--- config.mk ---
export PLATFORM = sky130hd
export DESIGN_NAME = ps2_host_tx_flat
export DESIGN_NICKNAME = d
export VERILOG_FILES = /design/src/rtl/ps2_host_tx_if.sv /design/src/rtl/ps2_host_tx.sv /design/src/flat_wrapper.sv
export SDC_FILE = /design/constraint.sdc
export NUM_CORES = 1
export LEC_CHECK = 0
export CAP_MARGIN = 20
export CORE_MARGIN = 5
export CORE_UTILIZATION = 60
export CTS_CLUSTER_SIZE = 25
export DETAILED_ROUTE_END_ITERATION = 8
export HOLD_SLACK_MARGIN = 0.1
export PLACE_DENSITY = 0.8
export RECOVER_POWER = 25
export REMOVE_ABC_BUFFERS = 1
export SKIP_CTS_REPAIR_TIMING = 1
export SLEW_MARGIN = 20
export SYNTH_ARGS = -nofsm -noshare
export SYNTH_HDL_FRONTEND = slang
export SYNTH_SLANG_ARGS = --single-unit
--- constraint.sdc ---
create_clock -name clk -period 3.8 [get_ports clk]
set_input_delay 0.76 -clock clk [delete_from_list [all_inputs] [get_ports clk]]
set_output_delay 0.76 -clock clk [all_outputs]
set_load 0.01 [all_outputs]
--- src/rtl/ps2_host_tx_if.sv ---
// ps2_host_tx_if: request/status handshake plus PS2 line levels and open-drain enables.
// The master side is the host system/environment; the slave side is ps2_host_tx.
interface ps2_host_tx_if;
    logic       start;
    logic [7:0] tx_data;
    logic       ps2_clk_in;
    logic       ps2_data_in;
    logic       ps2_clk_oe;
    logic       ps2_data_oe;
    logic       busy;
    logic       done;
    logic       err;

    modport master (
        output start, tx_data, ps2_clk_in, ps2_data_in,
        input  ps2_clk_oe, ps2_data_oe, busy, done, err
    );

    modport slave (
        input  start, tx_data, ps2_clk_in, ps2_data_in,
        output ps2_clk_oe, ps2_data_oe, busy, done, err
    );
endinterface

--- src/rtl/ps2_host_tx.sv ---
// ps2_host_tx: PS2 host-to-device command transmitter (inhibit, request, 8 data bits,
// odd parity, stop, device ack). All outputs are registered.
// Optional feature macro: PS2_TX_ACK_CHECK_EN -- when defined, a nack from the device
// ends the transfer with err instead of done.
module ps2_host_tx #(
    parameter int unsigned INHIBIT_CYCLES = 10000,
    parameter int unsigned TIMEOUT_CYCLES = 2000000
) (
    input  logic         clk,
    input  logic         rst,
    ps2_host_tx_if.slave bus
);

    localparam int unsigned CNT_MAX = (INHIBIT_CYCLES > TIMEOUT_CYCLES) ? INHIBIT_CYCLES
                                                                        : TIMEOUT_CYCLES;
    localparam int unsigned CNT_W   = $clog2(CNT_MAX + 1);
    localparam int unsigned BIT_W   = 4;
    localparam int unsigned FRAME_W = 9;

    typedef enum logic [2:0] {
        S_IDLE,
        S_INHIBIT,
        S_REQ,
        S_SHIFT,
        S_ACK,
        S_RELEASE
    } state_t;

    state_t               r_state;
    state_t               w_state_nxt;
    logic [CNT_W-1:0]     r_cnt;
    logic [CNT_W-1:0]     w_cnt_nxt;
    logic [BIT_W-1:0]     r_bit_cnt;
    logic [BIT_W-1:0]     w_bit_cnt_nxt;
    logic [BIT_W-1:0]     w_bit_idx;
    logic [FRAME_W-1:0]   r_frame;
    logic [FRAME_W-1:0]   w_frame_nxt;
    logic [15:0]          w_frame_ext;

    logic r_clk_s1, r_clk_s2, r_clk_prev;
    logic r_data_s1, r_data_s2;
    logic w_clk_fall;

    logic r_busy, r_done, r_err, r_clk_oe, r_data_oe;
    logic w_busy_nxt, w_done_nxt, w_err_nxt, w_clk_oe_nxt, w_data_oe_nxt;

`ifdef PS2_TX_ACK_CHECK_EN
    logic r_ack_ok;
    logic w_ack_ok_nxt;
`endif

    // Two-flop synchronizers on both PS2 lines plus a delayed clock sample for edge detect.
    always_ff @(posedge clk) begin
        if (rst) begin
            r_clk_s1   <= 1'b1;
            r_clk_s2   <= 1'b1;
            r_clk_prev <= 1'b1;
            r_data_s1  <= 1'b1;
            r_data_s2  <= 1'b1;
        end else begin
            r_clk_s1   <= bus.ps2_clk_in;
            r_clk_s2   <= r_clk_s1;
            r_clk_prev <= r_clk_s2;
            r_data_s1  <= bus.ps2_data_in;
            r_data_s2  <= r_data_s1;
        end
    end

    assign w_clk_fall = r_clk_prev & ~r_clk_s2;

    // FSM state, counters, latched frame and registered outputs.
    always_ff @(posedge clk) begin
        if (rst) begin
            r_state   <= S_IDLE;
            r_cnt     <= '0;
            r_bit_cnt <= '0;
            r_frame   <= '0;
            r_busy    <= 1'b0;
            r_done    <= 1'b0;
            r_err     <= 1'b0;
            r_clk_oe  <= 1'b0;
            r_data_oe <= 1'b0;
`ifdef PS2_TX_ACK_CHECK_EN
            r_ack_ok  <= 1'b0;
`endif
        end else begin
            r_state   <= w_state_nxt;
            r_cnt     <= w_cnt_nxt;
            r_bit_cnt <= w_bit_cnt_nxt;
            r_frame   <= w_frame_nxt;
            r_busy    <= w_busy_nxt;
            r_done    <= w_done_nxt;
            r_err     <= w_err_nxt;
            r_clk_oe  <= w_clk_oe_nxt;
            r_data_oe <= w_data_oe_nxt;
`ifdef PS2_TX_ACK_CHECK_EN
            r_ack_ok  <= w_ack_ok_nxt;
`endif
        end
    end

    // Next-state logic; outputs are decoded from the next state so they register in step with it.
    always_comb begin
        w_state_nxt   = r_state;
        w_cnt_nxt     = r_cnt;
        w_bit_cnt_nxt = r_bit_cnt;
        w_frame_nxt   = r_frame;
        w_done_nxt    = 1'b0;
        w_err_nxt     = 1'b0;
        w_busy_nxt    = 1'b0;
        w_clk_oe_nxt  = 1'b0;
        w_data_oe_nxt = 1'b0;
        w_bit_idx     = '0;
        w_frame_ext   = '1;
`ifdef PS2_TX_ACK_CHECK_EN
        w_ack_ok_nxt  = r_ack_ok;
`endif

        case (r_state)
            S_IDLE: begin
                if (bus.start) begin
                    w_frame_nxt = {~^bus.tx_data, bus.tx_data};
                    w_cnt_nxt   = '0;
                    w_state_nxt = S_INHIBIT;
                end
            end

            S_INHIBIT: begin
                if (r_cnt == CNT_W'(INHIBIT_CYCLES - 1)) begin
                    w_cnt_nxt     = '0;
                    w_bit_cnt_nxt = '0;
                    w_state_nxt   = S_REQ;
                end else begin
                    w_cnt_nxt = r_cnt + CNT_W'(1);
                end
            end

            S_REQ, S_SHIFT, S_ACK, S_RELEASE: begin
                w_cnt_nxt = r_cnt + CNT_W'(1);
                if (r_cnt == CNT_W'(TIMEOUT_CYCLES - 1)) begin
                    // Device stopped clocking (or never started): abandon the transfer.
                    w_cnt_nxt   = '0;
                    w_err_nxt   = 1'b1;
                    w_state_nxt = S_IDLE;
                end else begin
                    case (r_state)
                        S_REQ, S_SHIFT: begin
                            if (w_clk_fall) begin
                                w_bit_cnt_nxt = r_bit_cnt + BIT_W'(1);
                                // Edge 10 is the stop bit: data is released and we await the ack edge.
                                w_state_nxt   = (r_bit_cnt == BIT_W'(9)) ? S_ACK : S_SHIFT;
                            end
                        end
                        S_ACK: begin
                            if (w_clk_fall) begin
                                w_bit_cnt_nxt = r_bit_cnt + BIT_W'(1);
`ifdef PS2_TX_ACK_CHECK_EN
                                w_ack_ok_nxt  = ~r_data_s2;
`endif
                                w_state_nxt   = S_RELEASE;
                            end
                        end
                        S_RELEASE: begin
                            if (r_clk_s2 && r_data_s2) begin
                                w_cnt_nxt   = '0;
`ifdef PS2_TX_ACK_CHECK_EN
                                w_done_nxt  = r_ack_ok;
                                w_err_nxt   = ~r_ack_ok;
`else
                                w_done_nxt  = 1'b1;
`endif
                                w_state_nxt = S_IDLE;
                            end
                        end
                        default: w_state_nxt = S_IDLE;
                    endcase
                end
            end

            default: w_state_nxt = S_IDLE;
        endcase

        // Output decode from next state; bit counts 1..9 select d0..d7 then parity.
        w_busy_nxt   = (w_state_nxt != S_IDLE);
        w_clk_oe_nxt = (w_state_nxt == S_INHIBIT);
        w_bit_idx    = w_bit_cnt_nxt - BIT_W'(1);
        w_frame_ext  = {7'h7f, w_frame_nxt};
        case (w_state_nxt)
            S_INHIBIT: w_data_oe_nxt = (w_cnt_nxt == CNT_W'(INHIBIT_CYCLES - 1));
            S_REQ:     w_data_oe_nxt = 1'b1;
            S_SHIFT:   w_data_oe_nxt = ~w_frame_ext[w_bit_idx];
            default:   w_data_oe_nxt = 1'b0;
        endcase
    end

    assign bus.busy        = r_busy;
    assign bus.done        = r_done;
    assign bus.err         = r_err;
    assign bus.ps2_clk_oe  = r_clk_oe;
    assign bus.ps2_data_oe = r_data_oe;

endmodule

--- src/flat_wrapper.sv ---
// flat-port wrapper written by rule: the top's interface ports become plain ports
module ps2_host_tx_flat 
#(
    parameter int unsigned INHIBIT_CYCLES = 10000,
    parameter int unsigned TIMEOUT_CYCLES = 2000000
)
  (clk, rst, bus_start, bus_tx_data, bus_ps2_clk_in, bus_ps2_data_in, bus_ps2_clk_oe, bus_ps2_data_oe, bus_busy, bus_done, bus_err);
  ps2_host_tx_if bus_i ();
  input  logic clk;
  input  logic rst;
  input wire logic [$bits(bus_i.start)-1:0] bus_start;
  input wire logic [$bits(bus_i.tx_data)-1:0] bus_tx_data;
  input wire logic [$bits(bus_i.ps2_clk_in)-1:0] bus_ps2_clk_in;
  input wire logic [$bits(bus_i.ps2_data_in)-1:0] bus_ps2_data_in;
  output wire logic [$bits(bus_i.ps2_clk_oe)-1:0] bus_ps2_clk_oe;
  output wire logic [$bits(bus_i.ps2_data_oe)-1:0] bus_ps2_data_oe;
  output wire logic [$bits(bus_i.busy)-1:0] bus_busy;
  output wire logic [$bits(bus_i.done)-1:0] bus_done;
  output wire logic [$bits(bus_i.err)-1:0] bus_err;
  assign bus_i.start = bus_start;
  assign bus_i.tx_data = bus_tx_data;
  assign bus_i.ps2_clk_in = bus_ps2_clk_in;
  assign bus_i.ps2_data_in = bus_ps2_data_in;
  assign bus_ps2_clk_oe = bus_i.ps2_clk_oe;
  assign bus_ps2_data_oe = bus_i.ps2_data_oe;
  assign bus_busy = bus_i.busy;
  assign bus_done = bus_i.done;
  assign bus_err = bus_i.err;
  ps2_host_tx #(.INHIBIT_CYCLES(INHIBIT_CYCLES), .TIMEOUT_CYCLES(TIMEOUT_CYCLES)) u_core (.clk(clk), .rst(rst), .bus(bus_i));
endmodule
== Yosys cells after proc, flatten, opt, wreduce, memory -nomap -nowiden ==
Cells that the tools add are included.

* Add/subtract/negate cells: 3
* Equality and inequality tests: 12
* Bitwise logic cells: 5
* Multiplexer cells: 27
* Reductions and logical operators: 9
* Magnitude comparators: 1

{| class="wikitable"
|+ Operators by type and width
! cell !! number
|-
| two-way mux 21 bit || 5
|-
| case mux 21 bit (3 select lines) || 1
|-
| equality test 21 x 14 -> 1 bit (second input constant) || 2
|-
| adder 21 x 1 -> 21 bit (second input constant) || 1
|-
| equality test 21 bit (second input constant) || 1
|-
| two-way mux 3 bit || 7
|-
| two-way mux 9 bit || 2
|-
| case mux 3 bit (3 select lines) || 2
|-
| two-way mux 4 bit || 4
|-
| equality test 3 x 2 -> 1 bit (second input constant) || 4
|-
| case mux 4 bit (2 select lines) || 1
|-
| OR reduction 4 bit || 2
|-
| XNOR reduction 8 bit || 1
|-
| equality test 3 x 1 -> 1 bit (second input constant) || 2
|-
| equality test 3 bit (second input constant) || 2
|-
| < comparator 4 x 5 -> 1 bit (second input constant) || 1
|-
| adder 4 x 1 -> 4 bit (second input constant) || 1
|-
| binary-select mux 1 bit (select 4 bit) || 1
|-
| equality test 4 bit (second input constant) || 1
|-
| inverter 1 bit || 4
|-
| OR reduction 2 bit || 2
|-
| subtractor 4 x 1 -> 4 bit (second input constant) || 1
|-
| logical NOT 3 bit || 1
|-
| two-way mux 1 bit || 3
|-
| 5 further kinds || 5
|}

* Flip-flop bits (word level): 47
* Output and inout bits: 5
* Logic and storage cells: 71

== Longest topological paths before layout ==
Gate-level depths: netlist of the first run.

* Depth after elaboration: 11
* Mapped depth: 16
* Mapped depth without buffers: 15

== Worst setup path after synthesis of the first run ==
OpenSTA, ideal clock, no wires.

* Path type: register to register
* From: register u_core.r_cnt[0]
* To: register u_core.r_data_oe (netlist: u_core.bus.ps2_data_oe)
* Library setup time: 128 ps
* Required time: 3,672 ps
* Arrival time: 3,173 ps
* Stages on the path, launching flop included: 15
* Buffers on the path: 2
* Clock period less this slack: 3,301 ps
* Slack: 499 ps
* Path through: dfxtp_1 -> ha_1 -> and4_1 -> nand4_1 -> o21ai_1 -> clkbuf_1 -> nor2_1 -> a31oi_1 -> ha_1 -> clkbuf_1 -> nor4_1 -> a211oi_1 -> or4_1 -> nand4_1 -> o211ai_1

* Word-level cells in the longest chain between the ends: 8
* Elaborated cells on any way between the ends: 24
* Those cells by class: add/sub: 2; eq/ne: 6; mux: 15; bitwise: 1

{| class="wikitable"
|+ RTL lines
! item !! RTL line !! text
|-
| start: declaration || ps2_host_tx.sv:31 || <nowiki>logic [CNT_W-1:0] r_cnt;</nowiki>
|-
| start signal: assignment || ps2_host_tx.sv:88 || <nowiki>r_cnt <= w_cnt_nxt;</nowiki>
|-
| equality test 21 bit or equality test 21 x 14 -> 1 bit (tied branches) || ps2_host_tx.sv:140, ps2_host_tx.sv:129 ||
|-
| two-way mux 4 bit (on tied branches) || ps2_host_tx.sv:140, ps2_host_tx.sv:129 ||
|-
| case mux 4 bit (2 select lines) || ps2_host_tx.sv:119 || <nowiki>case (r_state)</nowiki>
|-
| subtractor 4 x 1 -> 4 bit || ps2_host_tx.sv:186 || <nowiki>w_bit_idx = w_bit_cnt_nxt - BIT_W'(1);</nowiki>
|-
| binary-select mux 1 bit (select 4 bit) || ps2_host_tx.sv:191 || <nowiki>S_SHIFT: w_data_oe_nxt = ~w_frame_ext[w_bit_idx];</nowiki>
|-
| two-way mux 1 bit (not written as such) || ps2_host_tx.sv:191 ||
|-
| inverter 1 bit || ps2_host_tx.sv:191 ||
|-
| case mux 1 bit (3 select lines) * || ps2_host_tx.sv:188 || <nowiki>case (w_state_nxt)</nowiki>
|-
| end signal: assignment || ps2_host_tx.sv:95 || <nowiki>r_data_oe <= w_data_oe_nxt;</nowiki>
|-
| end: declaration || ps2_host_tx.sv:44 || <nowiki>logic r_busy, r_done, r_err, r_clk_oe, r_data_oe;</nowiki>
|}

Every way passes the cells marked *; elsewhere a longest branch is shown, timed or not. The select of a mux whose other input is x is not followed.
A chain may end at the register's enable or synchronous reset.

== Worst setup path after layout of the first run ==
Ends and elaborated chain as after synthesis.

==> results.md, run 1 <==
- Pint: 0.780 mW
- Fin util: 69.0%
- Max Clock Skew: 7.21 ps
- Share of cells above drive strength 1: 9.82%
- Sequential area share after synthesis: 31.9%
- Cells after DPL: 446
- Crit Path Class: reg2reg
- Core Box Area: 4750 um2
- Worst setup SP type: flop
- IO Port Bufs: 17
- Outcome: finished, violations left
- Vias in the first global route: 2554
- Die ar.: 6410 um2
- Power Total: 1.04 mW
- Initial antenna violation count: 0
- Most frequent cells in the layout: nor2_1 (47), dfxtp_1 (47), nand2_1 (35), a21oi_1 (25), o21ai_0 (17)
- Failing checks: capacitance limit, slew limit
- HP Start: u_core.r_clk_s1
- All-Layer GR Usage: 23.8%
- DRC viols: 0
- Fin worst setup slack: 249 ps
- Switching power: 0.259 mW
- Per-cell routed wire length: 15.9 um
- Cell variety after synth: 67
- Clk_lat worst skew: 300 ps
- R2r startpoint: u_core.r_cnt[0]
- GPL Wtd Cong: 0.937
- Ys async rst share: 0%
- Drt first pass iters: 5
- Switching Fraction: 24.9%
- Clock root buffer master: clkbuf_8
- Slew margin rel.: -29.6%
- Crit-path max FO: 10
- Longest Clk Path Bufs: 2
- Ys flop type: dfxtp_1
- Clock Power Share: 37.8%
- IO Pins: 18
- Sequential power share: 49.3%
- CP Data Required Time: 3990 ps
- Logic gate share of total power: 13.0%
- Placement Setup Slack: 256 ps
- Leak pwr: 1.19 nW
- Top post-synthesis cells by area: dfxtp_1 (32%), nor2_1 (6.0%), mux2i_1 (4.8%)
- Crit path launch: u_core.r_cnt[0]
- DRT iter0 DRCs: 266
- Post-DRT Antenna Nets: 0
- Setup violators final: 0
- Yosys top cell area share: 31.9%
- Design area: 3280 um2
- Via count: 2884
- Peak VDD IR: 0.172 mV
- Row count: 25
- Grt ovf: 0
- Crit end category: flop
- Gate Count Post-Synth: 377
- Yosys top cell by area: dfxtp_1
- CTS tree: built
- Htree depth: 2
- Hold WC Path Type: reg2reg
- Clk slew on worst S/H paths: 90 ps
- Initial Utilization: 62.0%
- FF+latch count, synth: 47
- Pwr dens: 317 nW/um2
- Sink Count: 47
- Fillers: 415
- Area Growth Syn to Fin: 11.4%
- Largest net degree at the start of global routing: 47
- Final Hold Vio Count: 0
- Non-filler cells, final: 454
- DR vias/cell: 6.35
- Fin crit share: 93.5%
- CP Data Arrival Time: 3740 ps
- Slew @ Worst Pin: 1940 ps
- Synth warn: 0
- RSZ-0062 raised after global routing: false
- Max-cap violations: 1
- Routed WL: 7200 um
- Die Ht: 80.1 um
- Dpl cell area: 3160 um2
- Die Span X: 80.1 um
- Final nets: 403
- Min cycle time layout: 3550 ps
- Final Max Tran Viols: 47
- Fmax: 0.282 GHz
- Post-Syn Area per Cell: 7.82 um2
- Synthesized area: 2950 um2
- Num CTS Buffers: 5
- HPWL Detailed: 5290 um
- Global-route wire length before repair: 12200 um
- Antenna Cells: 0
- Post-synth EDFFs: 0
==> cell families (layout without fill, tap and decap cells) <==
| logic type | count (synthesis) | in the layout | share of synthesized area [%] |
|---|---|---|---|
| simple gates | 176 | 176 | 32.2 |
| flops | 47 | 47 | 31.9 |
| fa+ha+maj | 4 | 4 | 1.70 |
| xor+xnor | 11 | 11 | 3.27 |
| mux | 16 | 16 | 5.52 |
| compound gates | 91 | 91 | 20.3 |
| buf+inv | 32 | 42 | 5.05 |
==> per-layer routing <==
layer / up-vias / share of wire [%] / global-route usage, %
li1: 1396 / - / -
met4: 0 / 2.4 / 6.42
met1: 1331 / 46 / 32.9
met3: 28 / 7.1 / 5.61
met2: 129 / 44 / 36.9
met5: - / 0 / 0
==> through the flow <==
| step | TNS [ps] | hold WS, ps |
|---|---|---|
| 3_5_place_dp | 0 | 404 |
| 5_1_grt | 0 | 423 |
| 4_1_cts | 0 | 420 |
| 3_3_place_gp | 0 | 397 |
| 2_1_floorplan | -46.3 | 389 |
| 6_report | 0 | 422 |
==> critical path: stages, from the launching register on <==
cell and delay, ps:
dfxtp_1 400, ha_1 270, and4_1 270, nand4_1 230, o21ai_2 320, buf_4 220, nor2_1 50, a31oi_1 200
ha_1 280, buf_4 170, nor4_1 320, a211oi_2 100, or4_1 400, nand4_1 100, o211ai_1 100
==> flip-flops by register name (all words and copies together) (netlist names) <==
| signal | cells |
|---|---|
| u_core.r_cnt | 21 |
| u_core.r_frame | 9 |
| u_core.r_bit_cnt | 4 |
| u_core.r_state | 3 |
| u_core.bus.busy | 1 |
| u_core.bus.done | 1 |
| u_core.bus.err | 1 |
| u_core.bus.ps2_clk_oe | 1 |
| u_core.bus.ps2_data_oe | 1 |
| u_core.r_clk_prev | 1 |
| u_core.r_clk_s1 | 1 |
| u_core.r_clk_s2 | 1 |
| u_core.r_data_s1 | 1 |
| u_core.r_data_s2 | 1 |
==> final timing paths <==
kind	cells after the start	endpoint	slack (ps)
min	1	u_core.r_clk_s2	420
max reg2reg	14	u_core.bus.ps2_data_oe	250
min reg2reg	1	u_core.r_clk_s2	420
max	14	u_core.bus.ps2_data_oe	250
==> final cells by class <==
cell class	instances	area (um2)	share of cell area, %
Sequential cell	47	941	28.7
Multi-Input combinational cell	298	1870	57.0
Clock inverter	2	38.8	1.18
Clock buffer	6	82.6	2.52
Timing Repair Buffer	26	234	7.13
Inverter	8	30.0	0.915
Tap cell	67	83.8	2.55
==> power by group through the flow <==
stage	registers [mW]	clock network (mW)	logic, mW
floorplan	0.523	0	0.0820
CTS	0.512	0.404	0.134
finish	0.513	0.393	0.135
detailed placement	0.524	0	0.133
global route	0.514	0.427	0.148
global placement	0.523	0	0.131
==> cells in the mapped netlist, types with 8 or more instances <==
| cell type | count |
|---|---|
| xnor2_1 | 10 |
| a31oi_1 | 8 |
| a21oi_1 | 25 |
| nand3_1 | 16 |
| dfxtp_1 | 47 |
| o21ai_0 | 17 |
| buf_2 | 8 |
| mux2i_1 | 14 |
| clkbuf_1 | 12 |
| nor2_1 | 47 |
| nand2_1 | 35 |
| inv_1 | 8 |
| nor4_1 | 11 |
Note: power is estimated with default switching activity, not from simulation.
==> run 2, diff against run 1 <==
--- a/config.mk
+++ b/config.mk
@@ -6,12 +6,14 @@
 export NUM_CORES = 1
 export LEC_CHECK = 0
 export CAP_MARGIN = 20
+export CELL_PAD_IN_SITES_DETAIL_PLACEMENT = 0
+export CELL_PAD_IN_SITES_GLOBAL_PLACEMENT = 2
 export CORE_MARGIN = 5
-export CORE_UTILIZATION = 60
+export CORE_UTILIZATION = 38
 export CTS_CLUSTER_SIZE = 25
 export DETAILED_ROUTE_END_ITERATION = 8
 export HOLD_SLACK_MARGIN = 0.1
-export PLACE_DENSITY = 0.8
+export PLACE_DENSITY_LB_ADDON = 0.1
 export RECOVER_POWER = 25
 export REMOVE_ABC_BUFFERS = 1
 export SKIP_CTS_REPAIR_TIMING = 1
==> constraint.sdc (replaced) <==
create_clock -name clk -period 4.23 [get_ports clk]
set_input_delay 0.846 -clock clk [delete_from_list [all_inputs] [get_ports clk]]
set_output_delay 0.846 -clock clk [all_outputs]
set_load 0.01 [all_outputs]
==> results.md, run 2 (same netlist as run 1, synthesis figures left out) <==
- Crit-path max FO: 26 (+16)
- Drt first pass iters: 4 (-1)
- Outcome: finished, violations left
- Setup violators final: 0 (unchanged)
- Sink Count: 47 (unchanged)
- DR vias/cell: 5.63 (-11%)
- Core Box Area: 7650 um2 (+61%)
- Vias in the first global route: 2545 (-0.35%)
- Crit Path Class: reg2reg
- DRC viols: 0 (unchanged)
- Initial Utilization: 38.5% (-23 points)
- Peak VDD IR: 0.144 mV (-16%)
- Final nets: 401 (-0.50%)
- Antenna Cells: 0 (unchanged)
- Routed WL: 8180 um (+14%)
- CTS tree: built
- Largest Register: u_core.r_cnt
- All-Layer GR Usage: 17.3% (-6.4 points)
- Grt ovf: 0 (unchanged)
- Clk slew on worst S/H paths: 100 ps (about the same)
- Die ar.: 9610 um2 (+50%)
- RSZ-0062 raised after global routing: false
- Row count: 32 (+28%)
- Crit end category: flop
- Area Growth Syn to Fin: 11.8%
- Max FFs per register: 21 (unchanged)
- Num CTS Buffers: 5 (unchanged)
- Final Hold Vio Count: 0 (unchanged)
- Critical path buffer and inverter count: 0 (-2)
- Slew @ Worst Pin: 2040 ps (+100 ps)
- HPWL Detailed: 5900 um (+11%)
- Fin crit share: 84.3% (-9.2 points)
- GPL Wtd Cong: 0.823 (-12%)
- Leak pwr: 1.17 nW (-1.5%)
- Clock root buffer master: clkbuf_8
- Max Clock Skew: 8.99 ps (+1.78 ps)
- Die Ht: 98.1 um (+22%)
- Die Span X: 98.1 um (+22%)
- Post-DRT Antenna Nets: 0 (unchanged)
- Final Max Tran Viols: 47 (unchanged)
- Slew margin rel.: -36.3% (-6.7 points)
- Hold WC Path Type: reg2reg
- Initial antenna violation count: 0 (unchanged)
- Per-cell routed wire length: 16.8 um (+6.0%)
- Global-route wire length before repair: 13600 um (+11%)
- Fin util: 43.1% (-26 points)
- CP Data Arrival Time: 3810 ps (+70 ps)
- DRT iter0 DRCs: 176 (-34%)
- Worst setup SP type: flop
- Fillers: 774 (+87%)
- Delay-heaviest family, CP: simple AND/OR/NAND/NOR gates
- IO Pins: 18 (unchanged)
- Min cycle time layout: 3560 ps (+13.5 ps)
- Most frequent cells in the layout: nor2_1 (47), dfxtp_1 (47), nand2_1 (35), a21oi_1 (25), o21ai_0 (17)
- CP Data Required Time: 4480 ps (+490 ps)
- Via count: 2741 (-5.0%)
- Biggest regs: u_core.r_cnt (21), u_core.r_frame (9), u_core.r_bit_cnt (4)
- Htree depth: 2 (unchanged)
- Longest Clk Path Bufs: 2 (unchanged)
- Max-cap violations: 1 (unchanged)
- Setup TNS: 0 ps (unchanged)
- CP peak stage delay: 540 ps (+140 ps)
- IO Port Bufs: 17 (unchanged)
- Worst path slowest cell: or4_1
- Clk_lat worst skew: 310 ps (about the same)
- Pwr dens: 282 nW/um2 (-11%)
- Share of cells above drive strength 1: 8.83% (-0.99 points)
- Failing checks: capacitance limit, slew limit
- Largest net degree at the start of global routing: 47 (unchanged)
- Fmax: 0.281 GHz (-0.38%)
- Crit path cell chain: ha_1, and4_1, nand4_1, o21bai_2, nand2_2, a311oi_1, o221ai_1, or4b_1, or4_1, o211ai_1
run 2: through the flow:
step                      cells  instance area (um2)  hold WS, ps  power, mW  setup WS [ps]
after detailed placement    479                 3180          399      0.593            681
after CTS                   487                 3300          423      0.943            649
after global routing        487                 3300          438      0.977            384
final                       487                 3300          418      0.931            665
after floorplan             353                 2830          389      0.544            298
after global placement      479                 3180          400      0.594            690
run 2: metal layers:
metal	GRT usage, %	part of all wire, %	up-vias
met3	2.79	3.1	6
met4	4.15	1.0	0
li1	-	-	1394
met2	24.9	42	63
met1	26.8	54	1278
met5	0	0	-
run 2: area by class of cell:
| type | count | area, um2 | area share (%) |
|---|---|---|---|
| multi-input combinational | 298 | 1860 | 56.5 |
| sequential | 47 | 941 | 28.5 |
| timing repair buffer | 24 | 219 | 6.64 |
| tap | 102 | 128 | 3.87 |
| clock buffer | 5 | 68.8 | 2.09 |
| clock inverter | 3 | 46.3 | 1.40 |
| inverter | 8 | 30.0 | 0.911 |
run 2: power breakdown:
group	leakage, nW	internal (mW)	switching (mW)
Combinational	0.734	0.0503	0.0713
Clock	0.0548	0.178	0.170
Sequential	0.382	0.455	0.00603
run 2: worst register-to-register path: cells and delay by family (launching register included):
| family | cells | cell delay (ps) |
|---|---|---|
| AO/OA/AOI/OAI | 4 | 910 |
| adder cells (fa/ha/maj) | 1 | 280 |
| flip-flops | 1 | 400 |
| AND/OR/NAND/NOR | 5 | 1910 |
run 2: path summary, 6_finish.rpt:
path / slack [ps] / from / cells past startpoint / to
worst max-delay path: 670 / u_core.r_cnt[0] / 10 / u_core.bus.ps2_data_oe
worst min-delay path: 420 / u_core.r_data_s1 / 1 / u_core.r_data_s2
worst max register to register: 670 / u_core.r_cnt[0] / 10 / u_core.bus.ps2_data_oe
worst min register to register: 420 / u_core.r_data_s1 / 1 / u_core.r_data_s2
==> patch 1 (config.mk and constraints of run 2) <==
The 6 states of `state_t` get a one-hot encoding in 6 bits.
--- a/src/rtl/ps2_host_tx.sv
+++ b/src/rtl/ps2_host_tx.sv
@@ -17,13 +17,13 @@
     localparam int unsigned BIT_W   = 4;
     localparam int unsigned FRAME_W = 9;
 
-    typedef enum logic [2:0] {
-        S_IDLE,
-        S_INHIBIT,
-        S_REQ,
-        S_SHIFT,
-        S_ACK,
-        S_RELEASE
+    typedef enum logic [5:0] {
+        S_IDLE    = 6'b000001,
+        S_INHIBIT = 6'b000010,
+        S_REQ     = 6'b000100,
+        S_SHIFT   = 6'b001000,
+        S_ACK     = 6'b010000,
+        S_RELEASE = 6'b100000
     } state_t;
 
     state_t               r_state;
Function: same outputs for any inputs over 10 cycles, from zero or initial values and one cycle with rst high; not proved beyond that.
==> patch 1 against run 2 <==
- the run still ends with capacitance limit, slew limit left
- area after synthesis grew 2.9%
- clock skew grew 0.0016 ns
- power shrank 4.4%
- setup slack lost 0.080 ns
- sequential cell count grew 3
- wire length shrank 5.5%
- count of clock-buffer cells in the layout grew 1
- final area grew 1.3%
- critical endpoint unchanged
==> patch 1: results (changes against run 2) <==
[cells_and_area]
nFlopsAndLatches = 50  ; +6.4%
drive_above_1_share_pct = 9.82  ; +0.99 points
nFillCells = 820  ; +5.9%
final-nonclk-buf-share_pct = 7.12  ; +0.48 points
nClkBuffers = 6  ; +1
n_all_buffers = 27  ; +13%
clkCellAreaFrac_pct = 2.85  ; -0.64 points
multiInputGateArea_um2 = 1830  ; -1.5%
final_nets = 403  ; +0.50%
multi_input_area_share_pct = 55.0  ; -1.6 points
largest_registers = u_core.r_cnt: 21 flops, u_core.r_frame: 9 flops, u_core.r_state: 6 flops
inv_count = 11  ; +3
multi_input_gates = 291  ; -2.3%

[grt]
use_met1_pct = 24.0  ; -2.8 points
gr-usage-met3_pct = 2.31  ; -0.47 points
grt_pass1_vias = 2612  ; +2.6%

[status]
violations = capacitance limit, slew limit
status = complete, but fails checks

[sta]
slew_viol_final = 45  ; -4.3%
slew_headroom_pct = -38.7  ; -2.5 points

[critical_path]
critPathMaxStageDelay_ns = 0.58  ; +0.04 ns
crit_path_max_fanout = 9  ; -65%
arrival_ns = 3.89  ; +0.08 ns

[synthesis]
synth_area_leaders = dfxtp_1 (33%), nor2_1 (6.7%), a21oi_1 (4.8%), o21ai_0 (3.8%), mux2i_1 (3.3%)
ys_seq_area_share_pct = 33.0  ; +1.1 points
synth_compound_area_share_pct = 21.0  ; +0.70 points
synth_xor_area_share_pct = 3.47  ; +0.20 points
synthTopCellsByCount = nor2_1 (54), dfxtp_1 (50), a21oi_1 (29)

[route]
wl_met3_um = 198  ; -22%
routed_via_density = 5.43  ; -3.5%
drt_iter0_markers = 118  ; -33%
wl_met1_mm = 4.06  ; -8.0%

[flow_run]
cap_violations = 1  ; unchanged

[power]
leakagePower_nw = 1.11  ; -4.9%

-- patch 1: cell count changes in the layout (fill, tap and decap cells not counted), moves of 4 or more --
cell,before,now
o21ai_0,17,23
a21oi_1,25,29
mux2i_1,14,10
nor2_1,47,54
o31ai_1,5,1
nor2b_1,7,2
nand2_1,35,23
-- patch 1: metrics by stage --
step                      setup slack, ns  cells
final                               0.585    489
after global routing                0.391    489
after CTS                           0.577    489
after detailed placement            0.589    481
after global placement              0.665    481
after floorplan                     0.853    352
-- patch 1: worst paths after layout --
kind	depth (start not counted)	start	to	slack [ns]
worst min-delay path	1	u_core.r_clk_s1$_SDFF_PP1_	u_core.r_clk_s2$_SDFF_PP1_	0.42
worst min register to register	1	u_core.r_clk_s1$_SDFF_PP1_	u_core.r_clk_s2$_SDFF_PP1_	0.42
worst max-delay path	10	u_core.r_cnt[13]$_SDFF_PP0_	u_core.bus.ps2_data_oe$_SDFF_PP0_	0.59
worst max register to register	10	u_core.r_cnt[13]$_SDFF_PP0_	u_core.bus.ps2_data_oe$_SDFF_PP0_	0.59
-- patch 1: power by group through the flow --
stage | Combinational (mW) | Sequential (mW) | Clock, mW
floorplan | 0.0580 | 0.498 | 0
global placement | 0.102 | 0.498 | 0
detailed placement | 0.103 | 0.498 | 0
CTS | 0.103 | 0.487 | 0.318
global route | 0.113 | 0.489 | 0.332
finish | 0.100 | 0.487 | 0.303
-- patch 1: logic make-up (layout without fill, tap and decap cells) --
family / count (synthesis) / count (layout)
flip-flops: 50 / 50
AND/OR/NAND/NOR: 168 / 168
AO/OA/AOI/OAI: 95 / 95
XOR/XNOR: 12 / 12
multiplexers: 12 / 12
adder cells (fa/ha/maj): 4 / 4
buffers and inverters: 37 / 46
==> patch 2 (flow settings as in run 2) <==
Without the edit above. `INHIBIT_CYCLES` is set to 10000 in 2 places; all go to 5000.
--- a/src/rtl/ps2_host_tx.sv
+++ b/src/rtl/ps2_host_tx.sv
@@ -3,7 +3,7 @@
 // Optional feature macro: PS2_TX_ACK_CHECK_EN -- when defined, a nack from the device
 // ends the transfer with err instead of done.
 module ps2_host_tx #(
-    parameter int unsigned INHIBIT_CYCLES = 10000,
+    parameter int unsigned INHIBIT_CYCLES = 5000,
     parameter int unsigned TIMEOUT_CYCLES = 2000000
 ) (
     input  logic         clk,
--- a/src/flat_wrapper.sv
+++ b/src/flat_wrapper.sv
@@ -1,7 +1,7 @@
 // flat-port wrapper written by rule: the top's interface ports become plain ports
 module ps2_host_tx_flat 
 #(
-    parameter int unsigned INHIBIT_CYCLES = 10000,
+    parameter int unsigned INHIBIT_CYCLES = 5000,
     parameter int unsigned TIMEOUT_CYCLES = 2000000
 )
   (clk, rst, bus_start, bus_tx_data, bus_ps2_clk_in, bus_ps2_data_in, bus_ps2_clk_oe, bus_ps2_data_oe, bus_busy, bus_done, bus_err);
Behaviour: no difference found for any inputs over 10 cycles, from zero or initial values and one cycle with rst high; that may be too few to reach the edited logic, so the function may still have changed.
==> patch 2 against run 2 <==
- clock skew shrank 0.0027 ns
- first-iteration DRC count decreased by 20%
- power down 6.6%
- non-clock buffer count fell by 1
- final area decreased by 3.7%
- area after synthesis is 4.0% lower
- setup slack gained 0.43 ns
- wire length down 9.1%
- sequential cell count stayed put
==> patch 2: results (changes against run 2) <==
[status]
status = complete, no violations

[power]
switching_power_uw = 234  ; -5.4%
peakVddDrop_mv = 0.120  ; -17%
leakagePower_nw = 1.14  ; -2.6%

[place]
place_ws_ns = 1.11  ; +0.427 ns
dp.cells = 456  ; -4.8%
place.gp.congestion = 0.843  ; +2.5%

[synthesis]
synth_fa_ha_area_share_pct = 1.77  ; +0.071 points
ys_seq_area_share_pct = 33.3  ; +1.3 points
syn_area_per_cell_um2 = 7.92  ; +1.4%
synthMuxAreaShare_pct = 4.64  ; -0.88 points
synth_xor_area_share_pct = 4.02  ; +0.76 points
synth_area_leaders = dfxtp_1 (33%), nor2_1 (6.1%), mux2i_1 (4.2%), nand2_1 (4.2%), a21oi_1 (3.9%)
ys_types = 58  ; -13%
synth_compound_area_share_pct = 20.4  ; +0.094 points

[grt]
grt_max_degree = 31  ; -34%
grt_pass1_vias = 2484  ; -2.4%
track_usage_pct = 17.3  ; -0.020 points
grt_first_pass_wirelength_mm = 12.5  ; -7.7%

[route]
vias = 2588  ; -5.6%
drt_iter0_markers = 140  ; -20%
wl_per_cell_um = 16.0  ; -4.6%

[critical_path]
cp_slowest_cell = dfxtp_1
arrival_ns = 3.37  ; -0.44 ns
crit_path_max_fanout = 7  ; -73%
critPathMaxStageDelay_ns = 0.46  ; -0.08 ns

[cells_and_area]
nFillCells = 788  ; +1.8%
drive_above_1_share_pct = 7.95  ; -0.89 points
layoutNonFillerInstCount = 464  ; -4.7%
area_growth_syn_to_layout_pct = 12.2

[sta]
skew_ns = 0.00624  ; -0.00275 ns
max_slew.worst_pin.slew_ns = 1.24  ; -0.800 ns

-- patch 2: layer usage --
metal	vias to the layer above	part of all wire (%)	track usage (%)
li1	1305	-	-
met1	1222	50	24.7
met2	54	44	26.8
met3	7	4.5	2.97
met4	0	0.99	4.50
met5	-	0	0
-- patch 2: area by class of cell --
cell class,instances,area share (%)
Clock buffer,6,2.60
Clock inverter,2,0.512
Inverter,6,0.710
Multi-Input combinational cell,281,56.0
Sequential cell,47,29.6
Tap cell,99,3.90
Timing Repair Buffer,23,6.66
-- patch 2: power by group through the flow --
stage	sequential, mW	clock (mW)	combinational [mW]
after floorplan	0.469	0	0.0622
after global placement	0.470	0	0.109
after detailed placement	0.470	0	0.108
final	0.460	0.302	0.107
after global routing	0.462	0.338	0.119
after CTS	0.460	0.313	0.109
-- patch 2: final timing paths --
| check | to | slack, ns | depth (start not counted) |
|---|---|---|---|
| max | u_core.bus.ps2_data_oe$_SDFF_PP0_ | 1.09 | 11 |
| min | u_core.r_data_s2$_SDFF_PP1_ | 0.42 | 1 |
| max reg2reg | u_core.bus.ps2_data_oe$_SDFF_PP0_ | 1.09 | 11 |
| min reg2reg | u_core.r_data_s2$_SDFF_PP1_ | 0.42 | 1 |
-- patch 2: cell families after synthesis --
group                    after synthesis
buffers and inverters                 29
multiplexers                          13
AO/OA/AOI/OAI                         88
XOR/XNOR                              13
adder cells (fa/ha/maj)                4
flip-flops                            47
AND/OR/NAND/NOR                      163
-- patch 2: critical path, delay by kind of cell, from the launching register on --
family                   cells  cell delay (ns)
AND/OR/NAND/NOR              3             0.41
flip-flops                   1             0.46
AO/OA/AOI/OAI                5             1.28
adder cells (fa/ha/maj)      2             0.67
multiplexers                 1             0.26
